$ cat config.mk
export PLATFORM = sky130hd
export DESIGN_NAME = adc_pipe_corrector_flat
export DESIGN_NICKNAME = d
export VERILOG_FILES = /design/src/rtl/adc_pipe_corrector_if.sv /design/src/rtl/adc_pipe_corrector.sv /design/src/flat_wrapper.sv
export SDC_FILE = /design/constraint.sdc
export NUM_CORES = 1
export LEC_CHECK = 0
export ABC_AREA = 1
export BUFFER_PORTS_ARGS = -buffer_cell sky130_fd_sc_hd__buf_2
export CAP_MARGIN = 20
export CORE_MARGIN = 8
export CORE_UTILIZATION = 45
export CTS_CLUSTER_SIZE = 24
export DETAILED_ROUTE_END_ITERATION = 16
export PLACE_DENSITY = 0.65
export SLEW_MARGIN = 5
export SYNTH_ARGS = -nofsm -noshare
export SYNTH_HDL_FRONTEND = slang
export SYNTH_SLANG_ARGS = --single-unit
export TNS_END_PERCENT = 10
$ cat constraint.sdc
create_clock -name clock_i -period 2.25 [get_ports clock_i]
set_input_delay 0.1125 -clock clock_i [delete_from_list [all_inputs] [get_ports clock_i]]
set_output_delay 0.1125 -clock clock_i [all_outputs]
set_load 0.02 [all_outputs]
$ cat src/rtl/adc_pipe_corrector_if.sv
// rtl/adc_pipe_corrector_if.sv - skewed stage-code input bundle for the ADC correction back end
interface adc_pipe_corrector_if #(
  parameter int NUM_STAGES         = 2,
  parameter int NUM_BITS_PER_STAGE = 2,
  parameter int BITS_ADC_STAGE     = 1
);
  logic                                       valid_i;
  logic [NUM_STAGES*NUM_BITS_PER_STAGE-1:0]   d_stage_i;
  logic [BITS_ADC_STAGE-1:0]                  d_last_stage_i;

  modport master (output valid_i, d_stage_i, d_last_stage_i);
  modport slave  (input  valid_i, d_stage_i, d_last_stage_i);
endinterface

$ cat src/rtl/adc_pipe_corrector.sv
// rtl/adc_pipe_corrector.sv - pipelined ADC digital error correction with saturation, error count and averaging
module adc_pipe_corrector #(
  parameter int  NUM_STAGES         = 2,
  parameter int  NUM_BITS_PER_STAGE = 2,
  parameter int  REDUNDANCY         = 1,
  parameter int  BITS_ADC_STAGE     = 1,
  parameter int  AVG_LOG2           = 2,
  parameter int  ERR_CNT_W          = 8,
  localparam int NUM_BITS = NUM_STAGES*(NUM_BITS_PER_STAGE-REDUNDANCY)+BITS_ADC_STAGE
) (
  input  logic                 clock_i,
  input  logic                 reset_i,
  input  logic                 clr_err_i,
  adc_pipe_corrector_if.slave  in_if,
  output logic [NUM_BITS-1:0]  d_o,
  output logic                 valid_o,
  output logic                 ovr_o,
  output logic                 err_o,
  output logic [NUM_BITS-1:0]  avg_o,
  output logic                 avg_valid_o,
  output logic [ERR_CNT_W-1:0] err_cnt_o
);
  localparam int B     = NUM_BITS_PER_STAGE;
  localparam int SUM_W = NUM_BITS + B;
  localparam int AVG_W = NUM_BITS + AVG_LOG2;
  localparam int CNT_W = (AVG_LOG2 > 0) ? AVG_LOG2 : 1;
  localparam logic [CNT_W-1:0] CNT_LAST = CNT_W'((1 << AVG_LOG2) - 1);
  localparam logic [SUM_W-1:0] SAT_SUM  = {{B{1'b0}}, {NUM_BITS{1'b1}}};

  function automatic logic [SUM_W-1:0] weigh(input logic [B-1:0] code, input int sh);
    return SUM_W'(code) << sh;
  endfunction

  function automatic logic illegal(input logic [B-1:0] code);
    return (REDUNDANCY > 0) && (code == {B{1'b1}});
  endfunction

  // Index k holds the partial sum of a sample once stages 0..k have been added in.
  logic [SUM_W-1:0]    acc_q [NUM_STAGES+1];
  logic [SUM_W-1:0]    acc_d [NUM_STAGES+1];
  logic [NUM_STAGES:0] vld_q, vld_d, tag_q, tag_d;

  logic [NUM_BITS-1:0]  dout_q, dout_d, avg_q, avg_d;
  logic                 vout_q, vout_d, ovr_q, ovr_d, err_q, err_d, avgv_q, avgv_d;
  logic [AVG_W-1:0]     avg_acc_q, avg_acc_d, avg_sum;
  logic [CNT_W-1:0]     cnt_q, cnt_d;
  logic [ERR_CNT_W-1:0] err_cnt_q, err_cnt_d;
  logic                 sat;

  always_comb begin
    acc_d = acc_q;
    vld_d = vld_q;
    tag_d = tag_q;
    acc_d[0] = weigh(in_if.d_stage_i[0 +: B],
                     (NUM_STAGES-1)*(B-REDUNDANCY) + BITS_ADC_STAGE - REDUNDANCY);
    vld_d[0] = in_if.valid_i;
    tag_d[0] = illegal(in_if.d_stage_i[0 +: B]);
    for (int k = 1; k < NUM_STAGES; k++) begin
      acc_d[k] = acc_q[k-1] + weigh(in_if.d_stage_i[k*B +: B],
                     (NUM_STAGES-1-k)*(B-REDUNDANCY) + BITS_ADC_STAGE - REDUNDANCY);
      vld_d[k] = vld_q[k-1];
      tag_d[k] = tag_q[k-1] | illegal(in_if.d_stage_i[k*B +: B]);
    end
    acc_d[NUM_STAGES] = acc_q[NUM_STAGES-1] + SUM_W'(in_if.d_last_stage_i);
    vld_d[NUM_STAGES] = vld_q[NUM_STAGES-1];
    tag_d[NUM_STAGES] = tag_q[NUM_STAGES-1];
  end

  always_comb begin
    sat    = acc_q[NUM_STAGES] > SAT_SUM;
    dout_d = dout_q;
    ovr_d  = ovr_q;
    err_d  = err_q;
    vout_d = vld_q[NUM_STAGES];
    if (vld_q[NUM_STAGES]) begin
      dout_d = sat ? {NUM_BITS{1'b1}} : acc_q[NUM_STAGES][NUM_BITS-1:0];
      ovr_d  = sat;
      err_d  = tag_q[NUM_STAGES];
    end
  end

  // The averager and error counter consume the registered outputs, one edge after valid_o rises.
  always_comb begin
    avg_sum   = avg_acc_q + AVG_W'(dout_q);
    avg_d     = avg_q;
    avgv_d    = 1'b0;
    avg_acc_d = avg_acc_q;
    cnt_d     = cnt_q;
    if (vout_q) begin
      if (cnt_q == CNT_LAST) begin
        avg_d     = NUM_BITS'(avg_sum >> AVG_LOG2);
        avgv_d    = 1'b1;
        avg_acc_d = '0;
        cnt_d     = '0;
      end else begin
        avg_acc_d = avg_sum;
        cnt_d     = cnt_q + 1'b1;
      end
    end
    err_cnt_d = err_cnt_q;
    if (clr_err_i) begin
      err_cnt_d = '0;
    end else if (vout_q && err_q && (err_cnt_q != {ERR_CNT_W{1'b1}})) begin
      err_cnt_d = err_cnt_q + 1'b1;
    end
  end

  always_ff @(posedge clock_i) begin
    if (reset_i) begin
      for (int i = 0; i <= NUM_STAGES; i++) acc_q[i] <= '0;
      vld_q     <= '0;
      tag_q     <= '0;
      dout_q    <= '0;
      vout_q    <= 1'b0;
      ovr_q     <= 1'b0;
      err_q     <= 1'b0;
      avg_q     <= '0;
      avgv_q    <= 1'b0;
      avg_acc_q <= '0;
      cnt_q     <= '0;
      err_cnt_q <= '0;
    end else begin
      acc_q     <= acc_d;
      vld_q     <= vld_d;
      tag_q     <= tag_d;
      dout_q    <= dout_d;
      vout_q    <= vout_d;
      ovr_q     <= ovr_d;
      err_q     <= err_d;
      avg_q     <= avg_d;
      avgv_q    <= avgv_d;
      avg_acc_q <= avg_acc_d;
      cnt_q     <= cnt_d;
      err_cnt_q <= err_cnt_d;
    end
  end

  assign d_o         = dout_q;
  assign valid_o     = vout_q;
  assign ovr_o       = ovr_q;
  assign err_o       = err_q;
  assign avg_o       = avg_q;
  assign avg_valid_o = avgv_q;
  assign err_cnt_o   = err_cnt_q;
endmodule
$ cat src/flat_wrapper.sv
// flat-port wrapper written by rule: the top's interface ports become plain ports
module adc_pipe_corrector_flat 
#(
  parameter int  NUM_STAGES         = 2,
  parameter int  NUM_BITS_PER_STAGE = 2,
  parameter int  REDUNDANCY         = 1,
  parameter int  BITS_ADC_STAGE     = 1,
  parameter int  AVG_LOG2           = 2,
  parameter int  ERR_CNT_W          = 8,
  localparam int NUM_BITS = NUM_STAGES*(NUM_BITS_PER_STAGE-REDUNDANCY)+BITS_ADC_STAGE
)
  (clock_i, reset_i, clr_err_i, d_o, valid_o, ovr_o, err_o, avg_o, avg_valid_o, err_cnt_o, in_if_valid_i, in_if_d_stage_i, in_if_d_last_stage_i);
  adc_pipe_corrector_if #(.NUM_STAGES(NUM_STAGES), .NUM_BITS_PER_STAGE(NUM_BITS_PER_STAGE), .BITS_ADC_STAGE(BITS_ADC_STAGE)) in_if_i ();
  input  logic clock_i;
  input  logic reset_i;
  input  logic clr_err_i;
  output logic [NUM_BITS-1:0] d_o;
  output logic valid_o;
  output logic ovr_o;
  output logic err_o;
  output logic [NUM_BITS-1:0] avg_o;
  output logic avg_valid_o;
  output logic [ERR_CNT_W-1:0] err_cnt_o;
  input wire logic [$bits(in_if_i.valid_i)-1:0] in_if_valid_i;
  input wire logic [$bits(in_if_i.d_stage_i)-1:0] in_if_d_stage_i;
  input wire logic [$bits(in_if_i.d_last_stage_i)-1:0] in_if_d_last_stage_i;
  assign in_if_i.valid_i = in_if_valid_i;
  assign in_if_i.d_stage_i = in_if_d_stage_i;
  assign in_if_i.d_last_stage_i = in_if_d_last_stage_i;
  adc_pipe_corrector #(.NUM_STAGES(NUM_STAGES), .NUM_BITS_PER_STAGE(NUM_BITS_PER_STAGE), .REDUNDANCY(REDUNDANCY), .BITS_ADC_STAGE(BITS_ADC_STAGE), .AVG_LOG2(AVG_LOG2), .ERR_CNT_W(ERR_CNT_W)) u_core (.clock_i(clock_i), .reset_i(reset_i), .clr_err_i(clr_err_i), .in_if(in_if_i), .d_o(d_o), .valid_o(valid_o), .ovr_o(ovr_o), .err_o(err_o), .avg_o(avg_o), .avg_valid_o(avg_valid_o), .err_cnt_o(err_cnt_o));
endmodule
# Yosys cells after proc, flatten, opt, wreduce, memory -nomap -nowiden
# Cells that the tools add are included.
# W data, S select, Z words.
# totals
output_inout_bits,18
regBits,46
wordCells,36
input_bits,9
# classes
n_lt_le_gt_ge,1
n_addsub,5
n_bitwise,2
n_mux,4
n_eq_ne,4
n_reduce_logical,5
# ops
cell,count
$add A8 B1 Y8 const B,1
$ne A8 B8 Y1 const B,1
$eq A2 B2 Y1 const B,3
$add A5 B1 Y5,1
$add A5 B2 Y5,1
$add A5 B3 Y5,1
$gt A5 B3 Y1 const B,1
$mux W5,1
$reduce_or A2 Y1,2
$mux W3,1
$add A2 B1 Y2 const B,1
$logic_and A1 B1 Y1,2
$mux W2,1
$reduce_and A2 Y1,1
$mux W1,1
$not A1 Y1,1
$or A1 B1 Y1,1

# Logic depth before layout (Yosys ltp)
# logic_depth
word_depth,2
ltp_mapped,10
depth_no_buf,10

# Least setup slack after synthesis
# Ideal clock, no wire load.
# synth_timing
path_kind,register to register
startpoint,"register u_core.dout_q[0], in the netlist u_core.d_o[0]"
endpoint,"register u_core.avg_q[2], in the netlist u_core.avg_o[2]"
slack_ps,626
stages_incl_launch_ff,11
arrival_ps,1515
n_path_buf,0
setup_ps,109
path_cell_list,dfxtp_1 -> ha_1 -> inv_1 -> fa_1 -> nand3b_1 -> nand2_1 -> nand2_1 -> nand2_1 -> nand2_1 -> nand2_1 -> inv_1
# synth_via
elab_chain_cells,1
# synth_rtl
item,line,text
"start, declared",adc_pipe_corrector.sv:43,"logic [NUM_BITS-1:0] dout_q, dout_d, avg_q, avg_d;"
"start signal, assigned",adc_pipe_corrector.sv:126,dout_q <= dout_d;
$add A5 B3 Y5,adc_pipe_corrector.sv:84,avg_sum = avg_acc_q + AVG_W'(dout_q);
"end signal, assigned",adc_pipe_corrector.sv:130,avg_q <= avg_d;
"end, declared",adc_pipe_corrector.sv:43,
# No other way between the ends.
# A chain may end at the register's enable or synchronous reset.

# Final worst setup path
# Ends and elaborated chain as after synthesis.

==> run_results.csv <==
group,metric,value,unit
run_status,status,"complete, no violations",
critical_path,cp.required,2440,ps
clocking,numCtsBuffers,5,
floorplanning,initial_core_util,0.459,
floorplanning,rows,23,
placement,globalplace.congestion,0.800,
synthesis,synth_top_family_by_area,"simple AND/OR/NAND/NOR gates",
critical_path,worstSetupStartpointType,"flip-flop",
global_route,antenna_found_initial,0,
synthesis,synthAdderAreaFrac,0.0738,
power_and_ir_drop,swShare,0.218,
power_and_ir_drop,power_frac_seq,0.604,
critical_path,worst-path-buf-inv,2,
timing,rsz0062_at_grt,"false",
final_layout,final_core_util,0.524,
power_and_ir_drop,power_switching,0.277,mW
placement,dpl.hpwl,2490,um
critical_path,r2r_slack,700,ps
critical_path,reg2reg_from,"u_core.d_o[0]",
worst_hold_path,hold_class,"primary input to flip-flop",
final_layout,mostFrequentLayoutCells,"42 x dfxtp_1, 41 x nand2_1, 41 x nor2_1, 32 x inv_1, 26 x buf_2",
route,vias,1419,
route,route.detailed.drc,0,
synthesis,ys_ff_latch,42,
critical_path,rr_endpoint,"u_core.avg_o[2]",
clocking,hold_buffers,0,
critical_path,reg2regPathDepth,10,
clocking,path_clk_slew,80,ps
final_layout,syn2layout_area_growth,14.2,%
placement,portBuffers,26,
critical_path,worstPathMaxFanout,3,
synthesis,syn_inst,228,
global_route,grt_pass1_wl,5760,um
timing,finalHoldViolCount,0,
clocking,cts_setup_buffers,0,
final_layout,nets,277,
power_and_ir_drop,ir_drop,0.000591,V
clocking,cts_resized,0,
critical_path,crit_chain,"ha_1 > inv_1 > fa_1 > nand3b_1 > nand2_1 > nand2_1 > nand2_1 > nand2_1 > nand2_1 > inv_1",
final_layout,drive_above_1_share,0.174,
critical_path,crit_top_cell,"nand2_1",
synthesis,muxShareOfSynthArea,0.0111,
critical_path,slowest_delay,380,ps
synthesis,synth_fp_nets,247,
floorplanning,die-area,6270,um^2
route,drt-initial-drc-count,24,
global_route,grt_pass1_vias,1312,
timing,max-slew-margin-rel,0.696,
clocking,cts_tree,"yes",
timing,min_period_over_period,0.691,
flow_run,cap_violations,0,
timing,min_period,1550,ps
timing,finalSetupTns,0,ps
power_and_ir_drop,p_clk_frac,0.353,
route,wl_per_cell,10.7,um
floorplanning,dieHeight,79.2,um
synthesis,synth-compound-area-share,0.0675,
timing,setup_violations,0,
timing,worst_slew_pin_slew,452,ps
timing,finClkSkew,7.95,ps
synthesis,synth-xor-area-share,0.00975,
critical_path,cp.arrival,1750,ps
timing,max_freq,0.644,GHz
clocking,clock_latency,290,ps
critical_path,crit_end,"u_core.avg_o[2]",
critical_path,end_kind,"flip-flop",
power_and_ir_drop,combPwrFrac,0.043,
timing,finalMaxSlewViolations,0,
synthesis,yosys_warnings,0,
floorplanning,core_area,3910,um^2
critical_path,critPathLaunch,"u_core.d_o[0]",
clocking,cts_root_buf,"clkbuf_8",
power_and_ir_drop,power.internal,0.993,mW
final_layout,multiInputGateArea,798,um^2
clocking,cts_buffer_depth,2,
synthesis,synth-simple-area-share,0.282,
critical_path,path_class,"flip-flop to flip-flop",
synthesis,synth_area_per_cell,7.88,um^2
clocking,cts.sinks,42,
power_and_ir_drop,p_leak,0.989,nW
global_route,grt_max_degree,21,
route,vias_per_cell,4.61,
final_layout,fillCellCount,394,
critical_path,cp_slowest_cell,"fa_1",
timing,fin_ws,696,ps
synthesis,ys_seq_area_frac,0.468,
clocking,htree_levels,2,
final_layout,layout_commonest_cell,"dfxtp_1",
synthesis,syn_area,1800,um^2
route,wl,3310,um
placement,dpl_worst_slack,709,ps
synthesis,synth_cell_types,26,
global_route,grt_usage,0.116,
global_route,grt_remaining_overflow,0,
critical_path,cp.depth,10,
final_layout,regArea,841,um^2
route,firstDrtPassIters,4,
floorplanning,io_pins,27,
power_and_ir_drop,p_per_area,619,nW/um^2
floorplanning,die_w,79.2,um
critical_path,path_delay_family,"adder cells",
final_layout,diodes,0,
route,ant_nets,0,
## cell families (layout without fill, tap and decap cells)
kind of cell    after synthesis  in the layout
mux                           2              2
flops                        42             42
buf+inv                      39             69
compound gates               23             23
xor+xnor                      2              2
simple gates                110            110
fa+ha+maj                    10             10
## area by class of cell
cell class | count | share of cell area
Clock inverter | 1 | 0.00366
Inverter | 35 | 0.0646
Clock buffer | 6 | 0.0354
Timing Repair Buffer | 27 | 0.0671
Sequential cell | 42 | 0.410
Tap cell | 50 | 0.0305
Multi-Input combinational cell | 147 | 0.389
## per-layer routing
metal | global-route usage | up-vias | share of wire
met4 | 0.0611 | 0 | 0.022
li1 | - | 771 | -
met5 | 0 | - | 0
met3 | 0.0508 | 6 | 0.070
met1 | 0.133 | 607 | 0.48
met2 | 0.179 | 35 | 0.43
## tightest hold or removal path: stages
cell,delay [ps]
buf_2,90
inv_1,40
nor2_1,30
## state kept, by name, summed over array words and instances (netlist names), 2 cells and up
name              count
u_core.d_o            3
u_core.vld_q          3
u_core.cnt_q          2
u_core.acc_q         11
u_core.err_cnt_o      8
u_core.avg_o          3
u_core.tag_q          3
u_core.avg_acc_q      5
## how the worst min path moves through the flow
stage,cells after the start,start,endpoint
6_report,3,in_if_valid_i,u_core.vld_q[0]
5_1_grt,3,in_if_valid_i,u_core.vld_q[0]
4_1_cts,3,in_if_valid_i,u_core.vld_q[0]
3_5_place_dp,3,in_if_valid_i,u_core.vld_q[0]
3_3_place_gp,3,in_if_valid_i,u_core.vld_q[0]
2_1_floorplan,2,in_if_d_stage_i[2],u_core.acc_q[5]
## metrics by stage
| stage | cells | hold WS [ps] | area (um^2) | power [mW] |
|---|---|---|---|---|
| floorplan | 228 | 219 | 1800 | 0.820 |
| global placement | 301 | 316 | 1970 | 0.839 |
| detailed placement | 301 | 323 | 1970 | 0.840 |
| CTS | 308 | 12.5 | 2050 | 1.29 |
| global route | 308 | 16.1 | 2050 | 1.34 |
| finish | 308 | 22.9 | 2050 | 1.27 |
## power groups by stage
stage | clock [mW] | combinational (mW) | sequential (mW)
after floorplan | 0 | 0.0345 | 0.785
after global placement | 0 | 0.0548 | 0.785
after detailed placement | 0 | 0.0552 | 0.785
after CTS | 0.472 | 0.0554 | 0.768
after global routing | 0.506 | 0.0636 | 0.769
final | 0.448 | 0.0541 | 0.768
## Yosys cell counts (all sizes together)
cell	count	area (um^2)
ha	9	113
nand2	45	189
xor2	1	8.76
clkinv	1	5.00
o21ai	6	30.0
nand3b	2	15.0
dfxtp	42	841
a21oi	16	83.8
xnor2	1	8.76
nand4	4	40.0
fa	1	20.0
nand3	13	65.1
a211oi	1	7.51
inv	34	128
mux2i	2	20.0
nor3	2	10.0
nor2	44	188
buf	4	25.0
Power figures use the tool's default switching activity.
